`src/rtl/uart_tx_ctrl.sv`:
```
`timescale 1ns/1ps
// uart_tx_ctrl: FIFO-buffered UART transmitter with a valid/ready input
// stream, runtime baud divisor, optional even/odd parity and 1 or 2 stop
// bits. Frame configuration is captured when a word leaves the FIFO, so a
// frame on the line is never affected by later changes on the config pins.
module uart_tx_ctrl #(
  parameter int DATA_WIDTH = 8,
  parameter int DIV_WIDTH  = 16,
  parameter int FIFO_DEPTH = 4
) (
  input  logic                             clk_i,
  input  logic                             rst_n_i,
  input  logic [DATA_WIDTH-1:0]            tx_data_i,
  input  logic                             tx_valid_i,
  output logic                             tx_ready_o,
  input  logic [DIV_WIDTH-1:0]             baud_div_i,
  input  logic [1:0]                       parity_mode_i,
  input  logic                             stop2_i,
  output logic                             tx_busy_o,
  output logic [$clog2(FIFO_DEPTH+1)-1:0]  fifo_level_o,
  output logic                             uart_tx_o
);

  localparam int PTR_W = $clog2(FIFO_DEPTH);
  localparam int LVL_W = $clog2(FIFO_DEPTH+1);
  localparam int IDX_W = $clog2(DATA_WIDTH);

  typedef enum logic [2:0] {IDLE, START, DATA, PARITY, STOP} state_t;

  // A divisor below 2 cannot form a bit period with a load-and-count-down
  // timer, so it saturates to 2.
  function automatic logic [DIV_WIDTH-1:0] sat_div(input logic [DIV_WIDTH-1:0] d);
    return (d < DIV_WIDTH'(2)) ? DIV_WIDTH'(2) : d;
  endfunction

  // Even parity is the XOR of the data bits; odd parity inverts it.
  function automatic logic parity_of(input logic [DATA_WIDTH-1:0] d, input logic odd);
    return (^d) ^ odd;
  endfunction

  logic [DATA_WIDTH-1:0] fifo_mem [FIFO_DEPTH];
  logic [PTR_W-1:0]      wr_ptr;
  logic [PTR_W-1:0]      rd_ptr;
  logic [LVL_W-1:0]      level;

  state_t                state;
  logic [DIV_WIDTH-1:0]  bit_cnt;
  logic [IDX_W-1:0]      bit_idx;
  logic                  stop_idx;

  logic [DATA_WIDTH-1:0] shift_q;
  logic [DIV_WIDTH-1:0]  div_q;
  logic                  par_en_q;
  logic                  par_bit_q;
  logic                  stop2_q;

  logic                  push;
  logic                  pop;
  logic                  bit_end;
  logic                  last_stop;
  logic [DIV_WIDTH-1:0]  div_in;
  logic [DATA_WIDTH-1:0] head;

  assign tx_ready_o   = (level != LVL_W'(FIFO_DEPTH));
  assign fifo_level_o = level;
  assign push         = tx_valid_i & tx_ready_o;
  assign bit_end      = (bit_cnt == '0);
  assign last_stop    = (state == STOP) && bit_end && (!stop2_q || stop_idx);
  assign pop          = (level != '0) && ((state == IDLE) || last_stop);
  assign div_in       = sat_div(baud_div_i);
  assign head         = fifo_mem[rd_ptr];

  // FIFO storage: written on every accepted push.
  always_ff @(posedge clk_i) begin
    if (push) fifo_mem[wr_ptr] <= tx_data_i;
  end

  // FIFO pointers and occupancy; reset flushes the queue.
  always_ff @(posedge clk_i or negedge rst_n_i) begin
    if (!rst_n_i) begin
      wr_ptr <= '0;
      rd_ptr <= '0;
      level  <= '0;
    end else begin
      if (push) wr_ptr <= wr_ptr + 1'b1;
      if (pop)  rd_ptr <= rd_ptr + 1'b1;
      unique case ({push, pop})
        2'b10:   level <= level + 1'b1;
        2'b01:   level <= level - 1'b1;
        default: level <= level;
      endcase
    end
  end

  // Frame datapath: word and frame config captured at pop, data shifted
  // out LSB first at the end of the start bit and of each data bit.
  always_ff @(posedge clk_i) begin
    if (pop) begin
      shift_q   <= head;
      div_q     <= div_in;
      par_en_q  <= parity_mode_i[1] ^ parity_mode_i[0];
      par_bit_q <= parity_of(head, parity_mode_i[1]);
      stop2_q   <= stop2_i;
    end else if (bit_end && ((state == START) || (state == DATA))) begin
      shift_q <= shift_q >> 1;
    end
  end

  // Frame sequencer: bit timer, state transitions and registered line/busy.
  always_ff @(posedge clk_i or negedge rst_n_i) begin
    if (!rst_n_i) begin
      state     <= IDLE;
      bit_cnt   <= '0;
      bit_idx   <= '0;
      stop_idx  <= 1'b0;
      uart_tx_o <= 1'b1;
      tx_busy_o <= 1'b0;
    end else if (pop) begin
      state     <= START;
      bit_cnt   <= div_in - 1'b1;
      stop_idx  <= 1'b0;
      uart_tx_o <= 1'b0;
      tx_busy_o <= 1'b1;
    end else begin
      if (state != IDLE) bit_cnt <= bit_end ? (div_q - 1'b1) : (bit_cnt - 1'b1);
      unique case (state)
        IDLE: begin
          uart_tx_o <= 1'b1;
          tx_busy_o <= 1'b0;
        end
        START: begin
          if (bit_end) begin
            state     <= DATA;
            bit_idx   <= '0;
            uart_tx_o <= shift_q[0];
          end
        end
        DATA: begin
          if (bit_end) begin
            if (bit_idx == IDX_W'(DATA_WIDTH-1)) begin
              if (par_en_q) begin
                state     <= PARITY;
                uart_tx_o <= par_bit_q;
              end else begin
                state     <= STOP;
                stop_idx  <= 1'b0;
                uart_tx_o <= 1'b1;
              end
            end else begin
              bit_idx   <= bit_idx + 1'b1;
              uart_tx_o <= shift_q[0];
            end
          end
        end
        PARITY: begin
          if (bit_end) begin
            state     <= STOP;
            stop_idx  <= 1'b0;
            uart_tx_o <= 1'b1;
          end
        end
        STOP: begin
          if (bit_end) begin
            if (last_stop) begin
              state     <= IDLE;
              tx_busy_o <= 1'b0;
            end else begin
              stop_idx <= 1'b1;
            end
          end
        end
        default: state <= IDLE;
      endcase
    end
  end

endmodule

```
`config.mk`:
```
export PLATFORM = sky130hd
export DESIGN_NAME = uart_tx_ctrl
export DESIGN_NICKNAME = d
export VERILOG_FILES = /design/src/rtl/uart_tx_ctrl.sv
export SDC_FILE = /design/constraint.sdc
export NUM_CORES = 1
export LEC_CHECK = 0
export CAP_MARGIN = 10
export CORE_UTILIZATION = 59
export CTS_BUF_LIST = sky130_fd_sc_hd__clkbuf_8
export CTS_CLUSTER_DIAMETER = 200
export CTS_CLUSTER_SIZE = 10
export DETAILED_ROUTE_END_ITERATION = 12
export GPL_TIMING_DRIVEN = 0
export HOLD_SLACK_MARGIN = 0.1
export PLACE_DENSITY_LB_ADDON = 0.3
export REMOVE_ABC_BUFFERS = 1
export SKIP_CTS_REPAIR_TIMING = 1
export SLEW_MARGIN = 20
export SYNTH_ARGS = -nofsm -noshare
export SYNTH_HDL_FRONTEND = slang
export SYNTH_SLANG_ARGS = --single-unit
```
`constraint.sdc`:
```
create_clock -name clk_i -period 10 [get_ports clk_i]
set_input_delay 2.5 -clock clk_i [delete_from_list [all_inputs] [get_ports clk_i]]
set_output_delay 2.5 -clock clk_i [all_outputs]
set_load 0.005 [all_outputs]
```
==> impl_metrics.ini, run 1 <==
[detailed_routing]
wl_met3_um = 472
via_per_inst = 6.037
count_of_tritonroute_iterations_in_the_first_routing_pass = 5
initialDrtViolationCount = 245
vias = 3272
post_drt_wl_per_cell_um = 17.10
drc = 0
route.final.wire_length_um = 9267
routedLengthMet1_um = 4117
antenna_left = 0
routed.top_layer = met4
met2_wirelength_um = 4544

[grt]
antenna_found_initial = 0
globalRoute.totalOverflow = 0
grt_usage_pct = 23.98
grt_pass1_vias = 3138
global_route_wire_length_before_repair_um = 15410
pin_count_of_the_biggest_net_entering_global_routing = 58

[logic_synthesis]
yosysTopAreaCell = edfxtp_1
syn-instance-count = 420
yosysWarningCount = 0
synth-edff-count = 59
syn-cell-area_sq_um = 4664
synth.top_cell.area_share_pct = 37.98
async_reset_ff_share_pct = 35.16
synthDistinctLibCells = 55
synth_area_per_cell_sq_um = 11.11
ys_seq_area_share_pct = 55.18
synth.area.top_cells = edfxtp_1, dfrtp_1, xnor2_1
ys_seq_elements = 91
synth-main-ff-cell = edfxtp_1

[worst_setup_path]
path_delay_family = simple AND/OR/NAND/NOR gates
critical_path_capture_point = bit_cnt[14]
worstSetupPathType = input pin to flop
rr_startpoint = bit_cnt[1]
worstReg2RegEnd = bit_cnt[14]
critical-path-max-stage-delay_ns = 0.64
critical_path.cell_chain = clkdlybuf4s50_1 -> nor4_1 -> nor3b_1 -> nand3_1 -> o31a_1 -> a21oi_1 -> ha_1 -> inv_1 -> or4b_2 -> or3_4 -> a211oi_2 -> xor2_1 -> a21oi_1
cpMostUsedCell = a21oi_1
cp-startpoint = baud_div_i[9]
setup.reg_to_reg.worst_slack_ns = 4.40
cp_slowest_cell = or4b_2
crit_path_max_fanout = 5
r2r.worst_path.cells = 14
worstPathArrival_ns = 6.65
crit_cells = 13
critPathBufInv = 2
start_kind = input pin
worstSetupEndpointType = flop
required_ns = 10.24

[sta]
fmaxAchievable_ghz = 0.1561
timing.final.max_slew_violations = 0
worst_hold_check_slack_ns = 0.5217
slew-limit-headroom_pct = 33.32
timing_hold_violations_final = 0
finalSetupViolCount = 0
fin_setup_tns_ns = 0
rsz0062_at_grt = false
skew_ns = 0.01410
tightest_slew_ns = 0.9987
final_period_minus_worst_setup_slack_ns = 6.404
final.period_utilization_pct = 64.04

[layout]
area_delta_synth_final_pct = 12.74
final_cell_count_without_fillers = 542
fin_nets = 474
filler_cell_count = 599
stdcell_area_sq_um = 5259
insertedDiodeCount = 0
most_common_cell_after_layout_fill_and_taps_aside = edfxtp_1
drive_above_1_share_pct = 9.773
final_cell_mix = edfxtp_1, nand2_1, clkdlybuf4s50_1

[die]
total_die_area_sq_um = 8266
die_height_um = 90.92
top_level_ports = 36
floorplan.initialDensity_pct = 60.68
placement_rows = 32
placeableCoreArea_sq_um = 7687
die_w_um = 90.92

[cts]
clock_sinks = 91
cts-root-to-sink-buffers = 2
cts-root-buf = clkbuf_8
clock_insertion_delay_worst_skew_ns = 0.38
clock_pin_slew_worst_setup_and_hold_paths_ns = 0.10
tritoncts.num_buffers = 9
tritoncts = yes
cts.htree.levels = 3

[pwr]
power_density_nw_per_um2 = 304.4
cellLeakagePower_uw = 0.001946
total_power_uw = 1601
max-vdd-ir-drop_v = 0.0001382

[place]
gp_congestion = 0.8395
placedCellCount = 526
detailed_place_hpwl_um = 6334
place_area_sq_um = 5061
portBuffers = 35

[outcome]
status = complete, no violations

[min_path]
hold_path.class = flop to flop

[run]
number_of_max_cap_violations = 0
[tightest hold or removal path: cells and delay by family (launching register included)]
| family | cells | cell delay (ns) |
|---|---|---|
| DFF | 1 | 0.33 |
| and+or+nand+nor | 2 | 0.11 |
[metal layers]
metal / GRT usage [%] / up-vias
li1: - / 1551
met1: 32.82 / 1608
met2: 38.64 / 100
met3: 4.966 / 13
met4: 7.672 / 0
met5: 0 / -
[Yosys cell counts, types with 9 or more instances]
cell / count
a31oi_1: 11
mux2i_1: 10
inv_1: 13
edfxtp_1: 59
a21oi_1: 31
nor2_1: 31
or3_1: 9
nand2_1: 48
xnor2_1: 22
dfrtp_1: 31
clkbuf_1: 23
o21ai_1: 14
nand3_1: 10
[registers in the layout, summed over array words and instances, names as in the netlist, 2 cells and up]
signal and count:
bit_idx 3, bit_cnt 16, rd_ptr 2, fifo_mem 32, div_q 16, state 3, shift_q 8, fifo_level_o 3
wr_ptr 2
[through the flow]
stage,utilization (%),setup slack [ns]
after floorplan,-,4.416
after global placement,65.14,3.334
after detailed placement,65.84,3.238
after CTS,68.34,3.635
after global routing,68.41,3.328
final,68.41,3.596
[report_power, final]
group,switching (uW),internal (uW),leakage [uW]
sequential,104,573,0.000948
clock,149,97.3,0.0000984
combinational,369,309,0.000900
total,622,979,0.00195
[cells by family (layout without fill, tap and decap cells)]
family	count (synthesis)	after routing	share of synthesized area, %
simple gates	134	134	14.16
mux	19	19	6.250
xor+xnor	27	27	5.070
fa+ha+maj	9	9	2.575
flops	91	91	55.18
buf+inv	47	67	4.024
compound gates	93	93	12.74
[worst min path at each step]
stage / startpoint / endpoint / slack (ns) / cells past startpoint
finish: shift_q[5] / shift_q[4] / 0.52 / 2
global route: shift_q[3] / shift_q[2] / 0.54 / 2
CTS: fifo_level_o[2] / fifo_level_o[2] / 0.53 / 1
detailed placement: shift_q[2] / shift_q[1] / 0.50 / 2
global placement: bit_idx[1] / bit_idx[1] / 0.49 / 2
floorplan: bit_idx[1] / bit_idx[1] / 0.48 / 2
[final cells by class]
| cell class | count | area [sq um] | share of cell area [%] |
|---|---|---|---|
| Multi-Input combinational cell | 282 | 1919 | 36.50 |
| Timing Repair Buffer | 37 | 392.9 | 7.471 |
| Sequential cell | 91 | 2574 | 48.94 |
| Tap cell | 102 | 127.6 | 2.427 |
| Inverter | 14 | 52.55 | 0.9993 |
| Clock inverter | 7 | 68.82 | 1.309 |
| Clock buffer | 9 | 123.9 | 2.355 |
No activity file was read; power rests on OpenSTA's default activity.
==> inputs of run 2 (changes only) <==
--- a/config.mk
+++ b/config.mk
@@ -6,7 +6,7 @@
 export NUM_CORES = 1
 export LEC_CHECK = 0
 export CAP_MARGIN = 10
-export CORE_UTILIZATION = 59
+export CORE_UTILIZATION = 55
 export CTS_BUF_LIST = sky130_fd_sc_hd__clkbuf_8
 export CTS_CLUSTER_DIAMETER = 200
 export CTS_CLUSTER_SIZE = 10
==> constraint.sdc (replaced) <==
create_clock -name clk_i -period 5.5 [get_ports clk_i]
set_input_delay 1.375 -clock clk_i [delete_from_list [all_inputs] [get_ports clk_i]]
set_output_delay 1.375 -clock clk_i [all_outputs]
set_load 0.005 [all_outputs]
==> impl_metrics.ini, run 2 (synthesis results as in run 1) <==
[worst_setup_path]
crit_path_max_fanout = 57
worstSetupPathType = flop to flop
required_ns = 5.74
worstPathArrival_ns = 5.42
rr_startpoint = bit_cnt[1]
start_kind = flop
worstSetupEndpointType = flop
r2r.worst_path.cells = 13
setup.reg_to_reg.worst_slack_ns = 0.33
worstReg2RegEnd = bit_cnt[14]

[min_path]
min_delay_worst_endpoint = shift_q[6]
timing.hold.worst.start = shift_q[7]
timing.hold.worst_path_depth = 2
hold_path.class = flop to flop

[layout]
most_common_cell_after_layout_fill_and_taps_aside = edfxtp_1
ff_latch_area_sq_um = 2574
drive_above_1_share_pct = 10.23
multi_input_combinational_cell_area_sq_um = 1926
fin_nets = 474
insertedDiodeCount = 0
largest_registers_in_the_final_layout = fifo_mem x32, bit_cnt x16, div_q x16
largest_register_ffs = 32
area_delta_synth_final_pct = 13.28
final_cell_mix = edfxtp_1, nand2_1, clkdlybuf4s50_1
filler_cell_count = 613
regMostFlops = fifo_mem

[sta]
skew_ns = 0.01461
timing.final.max_slew_violations = 0
fmaxAchievable_ghz = 0.1933
final.period_utilization_pct = 94.05
slew-limit-headroom_pct = 34.60
finalSetupViolCount = 0
fin_setup_tns_ns = 0
rsz0062_at_grt = false
tightest_slew_ns = 0.9774
timing_hold_violations_final = 0
final_period_minus_worst_setup_slack_ns = 5.173
final_critical_path_setup_slack_ns = 0.3271

[grt]
antenna_found_initial = 0
grt_pass1_vias = 3140
pin_count_of_the_biggest_net_entering_global_routing = 58
global_route_wire_length_before_repair_um = 15090
grt_usage_pct = 22.56
globalRoute.totalOverflow = 0

[run]
number_of_max_cap_violations = 0

[cts]
clock_sinks = 91
cts-root-to-sink-buffers = 2
tritoncts = yes
clock_pin_slew_worst_setup_and_hold_paths_ns = 0.11
cts.htree.levels = 3
tritoncts.num_buffers = 9
clock_insertion_delay_worst_skew_ns = 0.37
cts-root-buf = clkbuf_8

[die]
placeableCoreArea_sq_um = 8217
total_die_area_sq_um = 8853
floorplan.initialDensity_pct = 56.77
die_height_um = 94.09
top_level_ports = 36
die_w_um = 94.09
placement_rows = 33

[pwr]
power.switching_fraction_pct = 38.97
comb_power_share_pct = 41.9
power_density_nw_per_um2 = 549.8
power_switching_uw = 1132
max-vdd-ir-drop_v = 0.0003061
total_power_uw = 2905
clkPwrFrac_pct = 15.9
cellInternalPower_uw = 1773
cellLeakagePower_uw = 0.001950
seq_power_share_pct = 42.2

[detailed_routing]
post_drt_wl_per_cell_um = 16.63
initialDrtViolationCount = 222
route.final.wire_length_um = 9063
antenna_left = 0
count_of_tritonroute_iterations_in_the_first_routing_pass = 5
vias = 3246
drc = 0
via_per_inst = 5.956

[outcome]
status = complete, no violations

[place]
detailedPlace.worstSlack_ns = -0.06482
detailed_place_hpwl_um = 6219
gp_congestion = 0.8960
portBuffers = 35
[run 2: changes by cell type in the layout (fill, tap and decap cells not counted), sizes merged]
cell | previous run | this run
clkinv | 3 | 5
inv | 18 | 16
[run 2: cell type report]
class,count,share of cell area [%]
clock buffer,9,2.344
clock inverter,7,1.776
inverter,14,1.042
multi-input combinational,282,36.44
sequential,91,48.71
tap,105,2.486
timing repair buffer,37,7.199
[run 2: power by group through the flow]
| stage | combinational (uW) | clock, uW | sequential [uW] |
|---|---|---|---|
| final | 1220 | 463 | 1230 |
| after global routing | 1350 | 496 | 1260 |
| after CTS | 1220 | 470 | 1230 |
| after detailed placement | 1210 | 0 | 1240 |
| after global placement | 1160 | 0 | 1240 |
| after floorplan | 923 | 0 | 1180 |
[run 2: how the worst max path moves through the flow]
stage	from	end	slack [ns]	depth (start not counted)
2_1_floorplan	bit_cnt[1]	bit_cnt[14]	0.45	13
3_3_place_gp	bit_cnt[1]	bit_cnt[14]	-0.63	13
3_5_place_dp	baud_div_i[9]	bit_cnt[14]	-0.06	13
4_1_cts	bit_cnt[1]	bit_cnt[14]	0.06	13
5_1_grt	bit_cnt[1]	bit_cnt[14]	0.009	13
6_report	bit_cnt[1]	bit_cnt[14]	0.33	13
[run 2: critical path: stages (launching register included)]
cell	delay, ns
dfrtp_1	0.42
or4_4	0.59
nor4_4	0.80
a41oi_4	0.47
inv_4	0.63
nor2_1	0.11
a21oi_1	0.18
ha_1	0.27
inv_1	0.08
or4b_2	0.63
or3_4	0.40
a211oi_2	0.21
xor2_1	0.16
a21oi_1	0.09
[run 2: per-layer routing]
| metal | track usage [%] | share of wire, % | vias up |
|---|---|---|---|
| met5 | 0 | 0 | - |
| met4 | 9.872 | 1.5 | 0 |
| met3 | 3.560 | 6.0 | 11 |
| met2 | 35.71 | 48 | 117 |
| met1 | 30.80 | 44 | 1552 |
| li1 | - | - | 1566 |
[run 2: through the flow]
| step | cell area (sq um) | cells | hold slack, ns | util (%) |
|---|---|---|---|---|
| after detailed placement | 5052 | 529 | 0.4986 | 61.49 |
| after global placement | 5011 | 527 | 0.4958 | 60.99 |
| after CTS | 5270 | 545 | 0.5234 | 64.14 |
| after floorplan | 4529 | 387 | 0.4803 | - |
| after global routing | 5284 | 545 | 0.5482 | 64.31 |
| final | 5284 | 545 | 0.5203 | 64.31 |
